==> config.mk <==
export PLATFORM = sky130hd
export DESIGN_NAME = muldiv_unit
export DESIGN_NICKNAME = d
export VERILOG_FILES = /design/src/rtl/muldiv_unit_pkg.sv /design/src/rtl/muldiv_unit.sv
export SDC_FILE = /design/constraint.sdc
export NUM_CORES = 1
export LEC_CHECK = 0
export BUFFER_PORTS_ARGS = -buffer_cell sky130_fd_sc_hd__buf_2
export CORE_AREA = 5 5 165 167
export DETAILED_ROUTE_END_ITERATION = 7
export DIE_AREA = 0 0 170 172
export PLACE_DENSITY = 0.83
export SYNTH_ARGS = -nofsm -noshare
export SYNTH_HDL_FRONTEND = slang
export SYNTH_SLANG_ARGS = --single-unit
==> constraint.sdc <==
create_clock -name clk -period 3.1 [get_ports clk]
set_clock_uncertainty 0.2 [all_clocks]
set_input_delay 0.155 -clock clk [delete_from_list [all_inputs] [get_ports clk]]
set_output_delay 0.155 -clock clk [all_outputs]
set_load 0.005 [all_outputs]
==> src/rtl/muldiv_unit_pkg.sv <==
// Shared execute-stage definitions: multiply/divide op encoding and decoded control bundle.
// The muldiv_op_type values equal the instruction funct3 field.
package muldiv_unit_pkg;

  typedef enum logic [2:0] {
    MD_MUL    = 3'b000,
    MD_MULH   = 3'b001,
    MD_MULHSU = 3'b010,
    MD_MULHU  = 3'b011,
    MD_DIV    = 3'b100,
    MD_DIVU   = 3'b101,
    MD_REM    = 3'b110,
    MD_REMU   = 3'b111
  } muldiv_op_type;

  localparam logic [6:0] MULDIV_OPCODE_FUNCT7 = 7'b0000001;

  typedef struct packed {
    logic          is_alu;
    logic          is_branch;
    logic          is_load;
    logic          is_store;
    logic          is_muldiv;
    muldiv_op_type muldiv_op;
  } control_type;

  function automatic logic is_div_op(input muldiv_op_type op);
    return op inside {MD_DIV, MD_DIVU, MD_REM, MD_REMU};
  endfunction

  function automatic logic is_rem_op(input muldiv_op_type op);
    return op inside {MD_REM, MD_REMU};
  endfunction

  // rs1 is treated as signed for these ops; rs2 only for MULH/DIV/REM.
  function automatic logic a_is_signed(input muldiv_op_type op);
    return op inside {MD_MULH, MD_MULHSU, MD_DIV, MD_REM};
  endfunction

  function automatic logic b_is_signed(input muldiv_op_type op);
    return op inside {MD_MULH, MD_DIV, MD_REM};
  endfunction

endpackage

==> src/rtl/muldiv_unit.sv <==
// Iterative radix-2 RV32M/RV64M multiply/divide unit with valid/ready handshake.
// Multiply and divide share one 2*XLEN shift register and one step counter.
module muldiv_unit
  import muldiv_unit_pkg::*;
#(
  parameter int XLEN = 32
) (
  input  logic            clk,
  input  logic            reset_n,
  input  logic            flush,
  input  logic            in_valid,
  output logic            in_ready,
  input  muldiv_op_type   in_op,
  input  logic [XLEN-1:0] in_a,
  input  logic [XLEN-1:0] in_b,
  output logic            out_valid,
  input  logic            out_ready,
  output logic [XLEN-1:0] out_result
);

  localparam int CNT_W = $clog2(XLEN);

  typedef enum logic [1:0] {
    S_IDLE,
    S_CALC,
    S_DONE
  } state_e;

  state_e            state;
  muldiv_op_type     op;
  logic [CNT_W-1:0]  cnt;
  logic              fin;
  logic [2*XLEN-1:0] acc;
  logic [XLEN-1:0]   opb;
  logic              neg_res;
  logic              neg_rem;

  function automatic logic [XLEN-1:0] neg_w(input logic [XLEN-1:0] v, input logic n);
    return n ? (~v + 1'b1) : v;
  endfunction

  function automatic logic [2*XLEN-1:0] neg_dw(input logic [2*XLEN-1:0] v, input logic n);
    return n ? (~v + 1'b1) : v;
  endfunction

  logic signed [XLEN-1:0] a_s;
  logic signed [XLEN-1:0] b_s;
  logic                   sign_a;
  logic                   sign_b;
  logic [XLEN-1:0]        mag_a;
  logic [XLEN-1:0]        mag_b;
  logic                   div_by_zero;
  logic                   div_ovf;

  assign a_s    = in_a;
  assign b_s    = in_b;
  assign sign_a = a_is_signed(in_op) && (a_s < 0);
  assign sign_b = b_is_signed(in_op) && (b_s < 0);
  assign mag_a  = neg_w(in_a, sign_a);
  assign mag_b  = neg_w(in_b, sign_b);

  assign div_by_zero = is_div_op(in_op) && (in_b == '0);
  assign div_ovf     = (in_op == MD_DIV || in_op == MD_REM)
                       && (in_a == {1'b1, {(XLEN-1){1'b0}}})
                       && (in_b == {XLEN{1'b1}});

  // Multiply step: conditional add into the upper half, then shift right.
  logic [XLEN:0]     mul_sum;
  logic [2*XLEN-1:0] mul_next;

  assign mul_sum  = {1'b0, acc[2*XLEN-1:XLEN]}
                    + (acc[0] ? {1'b0, opb} : {(XLEN+1){1'b0}});
  assign mul_next = {mul_sum, acc[XLEN-1:1]};

  // Restoring divide step: remainder in the upper half, dividend/quotient in the lower.
  logic [XLEN:0]     div_shift;
  logic [XLEN+1:0]   div_diff;
  logic [2*XLEN-1:0] div_next;
  logic              unused_bits;

  assign div_shift   = acc[2*XLEN-1:XLEN-1];
  assign div_diff    = {1'b0, div_shift} - {2'b00, opb};
  assign div_next    = div_diff[XLEN+1]
                       ? {div_shift[XLEN-1:0], acc[XLEN-2:0], 1'b0}
                       : {div_diff[XLEN-1:0],  acc[XLEN-2:0], 1'b1};
  assign unused_bits = div_diff[XLEN];

  logic [2*XLEN-1:0] prod;
  logic [XLEN-1:0]   quot;
  logic [XLEN-1:0]   rem;
  logic [XLEN-1:0]   result;

  always_comb begin
    prod   = neg_dw(acc, neg_res);
    quot   = neg_w(acc[XLEN-1:0], neg_res);
    rem    = neg_w(acc[2*XLEN-1:XLEN], neg_rem);
    result = '0;
    unique case (op)
      MD_MUL:                       result = prod[XLEN-1:0];
      MD_MULH, MD_MULHSU, MD_MULHU: result = prod[2*XLEN-1:XLEN];
      MD_DIV, MD_DIVU:              result = quot;
      MD_REM, MD_REMU:              result = rem;
      default:                      result = '0;
    endcase
  end

  assign in_ready  = (state == S_IDLE);
  assign out_valid = (state == S_DONE);

  always_ff @(posedge clk or negedge reset_n) begin
    if (!reset_n) begin
      state      <= S_IDLE;
      op         <= MD_MUL;
      cnt        <= '0;
      fin        <= 1'b0;
      acc        <= '0;
      opb        <= '0;
      neg_res    <= 1'b0;
      neg_rem    <= 1'b0;
      out_result <= '0;
    end else begin
      unique case (state)
        S_IDLE: begin
          if (in_valid && !flush) begin
            op      <= in_op;
            opb     <= mag_b;
            acc     <= {{XLEN{1'b0}}, mag_a};
            neg_res <= sign_a ^ sign_b;
            neg_rem <= sign_a;
            cnt     <= CNT_W'(XLEN - 1);
            fin     <= 1'b0;
            if (div_by_zero) begin
              out_result <= is_rem_op(in_op) ? in_a : {XLEN{1'b1}};
              state      <= S_DONE;
            end else if (div_ovf) begin
              out_result <= is_rem_op(in_op) ? {XLEN{1'b0}} : in_a;
              state      <= S_DONE;
            end else begin
              state <= S_CALC;
            end
          end
        end
        S_CALC: begin
          if (flush) begin
            state <= S_IDLE;
          end else if (fin) begin
            out_result <= result;
            state      <= S_DONE;
          end else begin
            acc <= is_div_op(op) ? div_next : mul_next;
            if (cnt == '0) fin <= 1'b1;
            else           cnt <= cnt - 1'b1;
          end
        end
        S_DONE: begin
          if (flush || out_ready) state <= S_IDLE;
        end
        default: state <= S_IDLE;
      endcase
    end
  end

endmodule
* Yosys cells after proc, flatten, opt, wreduce, memory -nomap -nowiden
Cells that the tools add are included.
Word-level totals: logic and storage cells 116, bits in registers 141, bits of input ports 72
Operators by class: equality and inequality tests 25, $lt $le $gt $ge 2, add/sub/neg operators 8, bitwise operators 6, reduce and logical (&&, ||, !) cells 28, multiplexer cells 38
Operators with widths (number):
- 32-bit two-way mux | 12
- 64-bit two-way mux | 6
- 32-bit by 1-bit adder with 32-bit output, second input constant | 4
- 32-bit NOT | 4
- 32-bit case mux with 4 select lines | 1
- 64-bit case mux with 2 select lines | 1
- 64-bit by 1-bit adder with 64-bit output, second input constant | 1
- 32-bit equality test, second input constant | 2
- 32-bit by 1-bit < comparator with 1-bit output, second input constant | 2
- 64-bit NOT | 1
- 32-bit case mux with 2 select lines | 1
- 33-bit by 32-bit subtractor with 34-bit output | 1
- 32-bit by 32-bit adder with 33-bit output | 1
- 32-bit logical NOT | 1
- 3-bit equality test, second input constant | 8
- 5-bit two-way mux | 4
- 2-bit two-way mux | 6
- 4-bit nonzero test | 3
- 5-bit case mux with 2 select lines | 1
- 5-bit AND reduction | 2
- 3-bit by 2-bit equality test with 1-bit output, second input constant | 3
- 2-bit != test, second input constant | 4
- 3-bit by 1-bit equality test with 1-bit output, second input constant | 2
- 1-bit logical AND | 6
- 22 further kinds | 30

* Logic depth before layout (Yosys ltp)
depth in word-level cells 8, mapped depth 14, depth with buffers taken out 13

* Worst setup path after synthesis
OpenSTA, ideal clock, no wires.
path type reg2reg, from reg acc[0], to reg out_result[28], cell stages (with the launch flop) 13, slack -236 ps, arrival time 3012 ps, library setup time 124 ps, data required time 2776 ps, cell sequence dfrtp_1 > inv_1 > buf_1 > ha_1 > nand2b_1 > nor4_4 > nand2_2 > or4_4 > o41ai_2 > xnor2_1 > o221ai_1 > a21oi_1 > o31a_1
Between the ends: cells in the longest elaborated chain, start to end 7, elaborated cells on any way between the ends 10
Ends and longest elaborated chain:
- start, declared | RTL line muldiv_unit.sv:33 | logic [2*XLEN-1:0] acc;
- start signal, assigned | RTL line muldiv_unit.sv:127 | acc <= {{XLEN{1'b0}}, mag_a};
- start signal, assigned | RTL line muldiv_unit.sv:150 | acc <= is_div_op(op) ? div_next : mul_next;
- 64-bit NOT or 32-bit NOT (tied branches) | RTL line muldiv_unit.sv:43, muldiv_unit.sv:39
- 64-bit by 1-bit adder with 64-bit output or 32-bit by 1-bit adder with 32-bit output (tied branches) | RTL line muldiv_unit.sv:43, muldiv_unit.sv:39
- 64-bit two-way mux or 32-bit two-way mux (tied branches) | RTL line muldiv_unit.sv:43, muldiv_unit.sv:39
- 32-bit case mux with 4 select lines (*) | RTL line muldiv_unit.sv:98 | unique case (op)
- 32-bit two-way mux (*) | RTL line muldiv_unit.sv:146 | end else if (fin) begin
- 32-bit two-way mux (*) | RTL line muldiv_unit.sv:144 | if (flush) begin
- 32-bit case mux with 2 select lines (*) | RTL line muldiv_unit.sv:122 | unique case (state)
- end signal, assigned | RTL line muldiv_unit.sv:133 | out_result <= is_rem_op(in_op) ? in_a : {XLEN{1'b1}};
- end signal, assigned | RTL line muldiv_unit.sv:136 | out_result <= is_rem_op(in_op) ? {XLEN{1'b0}} : in_a;
- end signal, assigned | RTL line muldiv_unit.sv:147 | out_result <= result;
- end, declared | RTL line muldiv_unit.sv:18 | output logic [XLEN-1:0] out_result
Mark *: on every way between the ends. The rest lies on a longest branch, timed or not. The select of a mux whose other input is x is not followed. A chain may end at the register's enable or synchronous reset.

* Worst setup path in the final report
from reg opb[3], to reg acc[62]
Between the ends: cells in the longest elaborated chain, start to end 6, elaborated cells on any way between the ends 8
Ends and longest elaborated chain:
- start, declared | RTL line muldiv_unit.sv:34 | logic [XLEN-1:0] opb;
- start signal, assigned | RTL line muldiv_unit.sv:126 | opb <= mag_b;
- 33-bit by 32-bit subtractor with 34-bit output or 32-bit two-way mux (tied branches) | RTL line muldiv_unit.sv:82, muldiv_unit.sv:72
- 64-bit two-way mux or 32-bit by 32-bit adder with 33-bit output (tied branches) | RTL line muldiv_unit.sv:84, muldiv_unit.sv:72
- 64-bit two-way mux (*) | RTL line muldiv_unit.sv:150
- 64-bit two-way mux (*) | RTL line muldiv_unit.sv:146
- 64-bit two-way mux (*) | RTL line muldiv_unit.sv:144
- 64-bit case mux with 2 select lines (*) | RTL line muldiv_unit.sv:122
Marks and branches as above.

==> flow_metrics.tcl <==
set metrics [dict create \
    outcome "complete, but fails checks" \
    violations "setup timing" \
    slowest_stage "dfrtp_1" \
    path_class "flip-flop to flip-flop" \
    grt_pass1_wl_um 95650 \
    finalCritPeriodShare_pct 105.6 \
    layout_commonest_cell "buf_4" \
    antenna_cells 0 \
    setup_tns_ns -2.291 \
    seqPwrFrac_pct 14.5 \
    min_period_ns 3.272 \
    path_max_fanout 2 \
    grt_usage_pct 42.03 \
    p_int_mw 11.71 \
    chipHeight_um 172 \
    dpl.hpwl_um 46910 \
    worstReg2RegStart "opb[3]$_DFFE_PN0P_" \
    synth-seq-cells 141 \
    final_cell_mix "325 x buf_4, 226 x nand2_1, 173 x o21ai_0" \
    grt_pass1_vias 16690 \
    r2r_slack_ns -0.17 \
    overflow 0 \
    hp-start "in_a[28]" \
    slew_headroom_pct 46.27 \
    fp-row-count 59 \
    initial_core_util_pct 55.89 \
    wl_um 64220 \
    synth_fp_nets 2078 \
    antenna_found_initial 2 \
    core-area_um2 25620 \
    crit_family "compound AO/OA/AOI/OAI gates" \
    timing_hold_violations_final 0 \
    cts.clk_slew.worst_paths_ns 0.07 \
    cp.required_ns 3.26 \
    die_w_um 170 \
    slew_viol_final 0 \
    p_clk_share_pct 8.6 \
    path_cells "inv_2 > ha_4 > buf_4 > o21ai_0 > o21a_1 > o31a_1 > o211a_4 > o31a_1 > o2111a_1 > or3_1 > a31oi_1 > a221o_1" \
    wire_per_inst_um 23.91 \
    cts_tree "built" \
    numPortBuffers 105 \
    grt_max_degree 81 \
    clock_sinks 141 \
    layout.nets 2483 \
    power_density_nw_per_um2 1213 \
    final_util_pct 77.41 \
    cts-root-buf "clkbuf_16" \
    cpPeakStageDelay_ns 0.38 \
    p_leak_nw 8.651 \
    insertion_delay_ns 0.43 \
    viasPerCell 6.670 \
    clockBufferDepth 2 \
    p_sw_mw 12.35 \
    power.total_mw 24.05 \
    synth_cell_types 71 \
    worst_pin_slew_ns 0.8060 \
    synth_area_um2 14320 \
    ir_worst_vdd_mv 0.7729 \
    rr_worst_depth 12 \
    ios 106 \
    crit_path_end_kind "flip-flop" \
    ys.flop_type "dfrtp_1" \
    startpoint_type "flip-flop" \
    crit_top_cell "o31a_1" \
    syn_inst 1933 \
    instances_no_fill 2686 \
    ant_nets 0 \
    setup_viol 33 \
    vias 17920 \
    drt-pass1-iter-count 8 \
    critPathLaunch "opb[3]$_DFFE_PN0P_" \
    worst_slack_ns -0.1722 \
    cp-endpoint "acc[62]$_DFFE_PN0P_" \
    yosys_warnings 0 \
    cp_num_cells 12 \
    routabilityCongestion 1.042 \
    syn2layout_area_growth_pct 38.50 \
    dieArea_um2 29240 \
    cts_made_buffers 17 \
    synth_area_per_cell_um2 7.407 \
    cp.arrival_ns 3.44 \
    h-tree-depth 4 \
    p_sw_share_pct 51.34 \
    max_cap_viol_count 0 \
    rsz0062_at_grt "yes" \
    r2r-end "acc[62]$_DFFE_PN0P_" \
    fin_hold_ws_ns 0.03169 \
    min_path_type "primary input to flip-flop" \
    ys_seq_area_share_pct 24.64 \
    combPwrFrac_pct 77.0 \
    synthArstFlopShare_pct 100.0 \
    dp.cells 2559 \
    crit_buf_inv 2 \
    drive_above_1_share_pct 29.22 \
    first_iter_violations 2687 \
    drc 0 \
    synth_edf_count 0 \
    fmaxAchievable_ghz 0.3056 \
]
worst min-delay path, delay by kind of cell:
family / cells / cell delay, ns
buf+inv: 1 / 0.18
compound gates: 2 / 0.28
how the worst min path moves through the flow:
| stage | depth (start not counted) | end | slack, ns |
|---|---|---|---|
| finish | 3 | out_result[28]$_DFFE_PN0P_ | 0.03 |
| global route | 3 | opb[10]$_DFFE_PN0P_ | 0.009 |
| CTS | 3 | opb[2]$_DFFE_PN0P_ | 0.0006 |
| detailed placement | 1 | acc[11]$_DFFE_PN0P_ | 0.07 |
| global placement | 1 | acc[13]$_DFFE_PN0P_ | 0.05 |
| floorplan | 0 | acc[0]$_DFFE_PN0P_ | -0.34 |
per-stage QoR:
step           cell area (um2)  setup slack [ns]
4_1_cts                  18990           -0.1070
2_1_floorplan            14350          -0.08269
6_report                 19830           -0.1722
3_3_place_gp             17280           -0.5791
3_5_place_dp             17280           -0.5187
5_1_grt                  19830           -0.2284
layer usage:
metal  wire, um  vias up  track usage [%]
met3       8833      268            12.99
met5         27        -                0
met1      25010     8481            57.51
li1           -     7846                -
met2      27750     1317            64.16
met4       2596        4            12.92
state kept, by name, indices dropped and copies added, names as in the netlist:
name / count
fin: 1
cnt: 5
state: 2
op: 3
opb: 32
neg_rem: 1
out_result: 32
neg_res: 1
acc: 64
layout make-up:
cell class / instances / area [um2]
fill: 1873 / 5786
inverter: 68 / 255.2
multi-input combinational: 1597 / 11140
clock buffer: 17 / 425.4
tap: 335 / 419.2
timing repair buffer: 513 / 3928
sequential: 141 / 3535
clock inverter: 15 / 127.6
synth_stat cells (all sizes together) (43+ instances only):
library cell	instances	area share [%]
xnor2	92	5.6
nor2	170	4.5
xor2	82	5.0
nand2	230	6.0
inv	68	1.8
dfrtp	141	25
nor3	51	1.8
clkbuf	114	3.0
ha	71	6.2
o21ai	224	7.8
a21oi	173	6.0
o31ai	43	2.3
mux2i	56	3.9
timing repair:
item,4_1_cts,5_1_grt
gates resized for setup,100,176
hold buffers,53,0
endpoints found under the setup margin,50,65
buffers inserted,20,23
gates cloned,1,0
pin swaps,31,62
hold endpoints to repair,126,0
cells by family (layout without fill, tap and decap cells):
| kind of cell | count (synthesis) | count (layout) | synth area share, % |
|---|---|---|---|
| and+or+nand+nor | 641 | 641 | 21.03 |
| xor gates and xnor gates | 174 | 174 | 10.64 |
| DFF | 141 | 141 | 24.64 |
| AOI/OAI and AO/OA | 652 | 652 | 28.05 |
| adders and majority gates | 73 | 73 | 6.484 |
| muxes | 57 | 57 | 3.994 |
| buffers and inverters | 195 | 613 | 5.147 |
power groups by stage:
stage               combinational [mW]  sequential (mW)  clock [mW]
floorplan                         8.94             3.20           0
global placement                  15.1             3.34           0
detailed placement                15.3             3.37           0
CTS                               16.5             3.37        2.06
global route                      19.5             3.54        2.13
finish                            18.5             3.48        2.06
(Power assumes the default switching activity.)
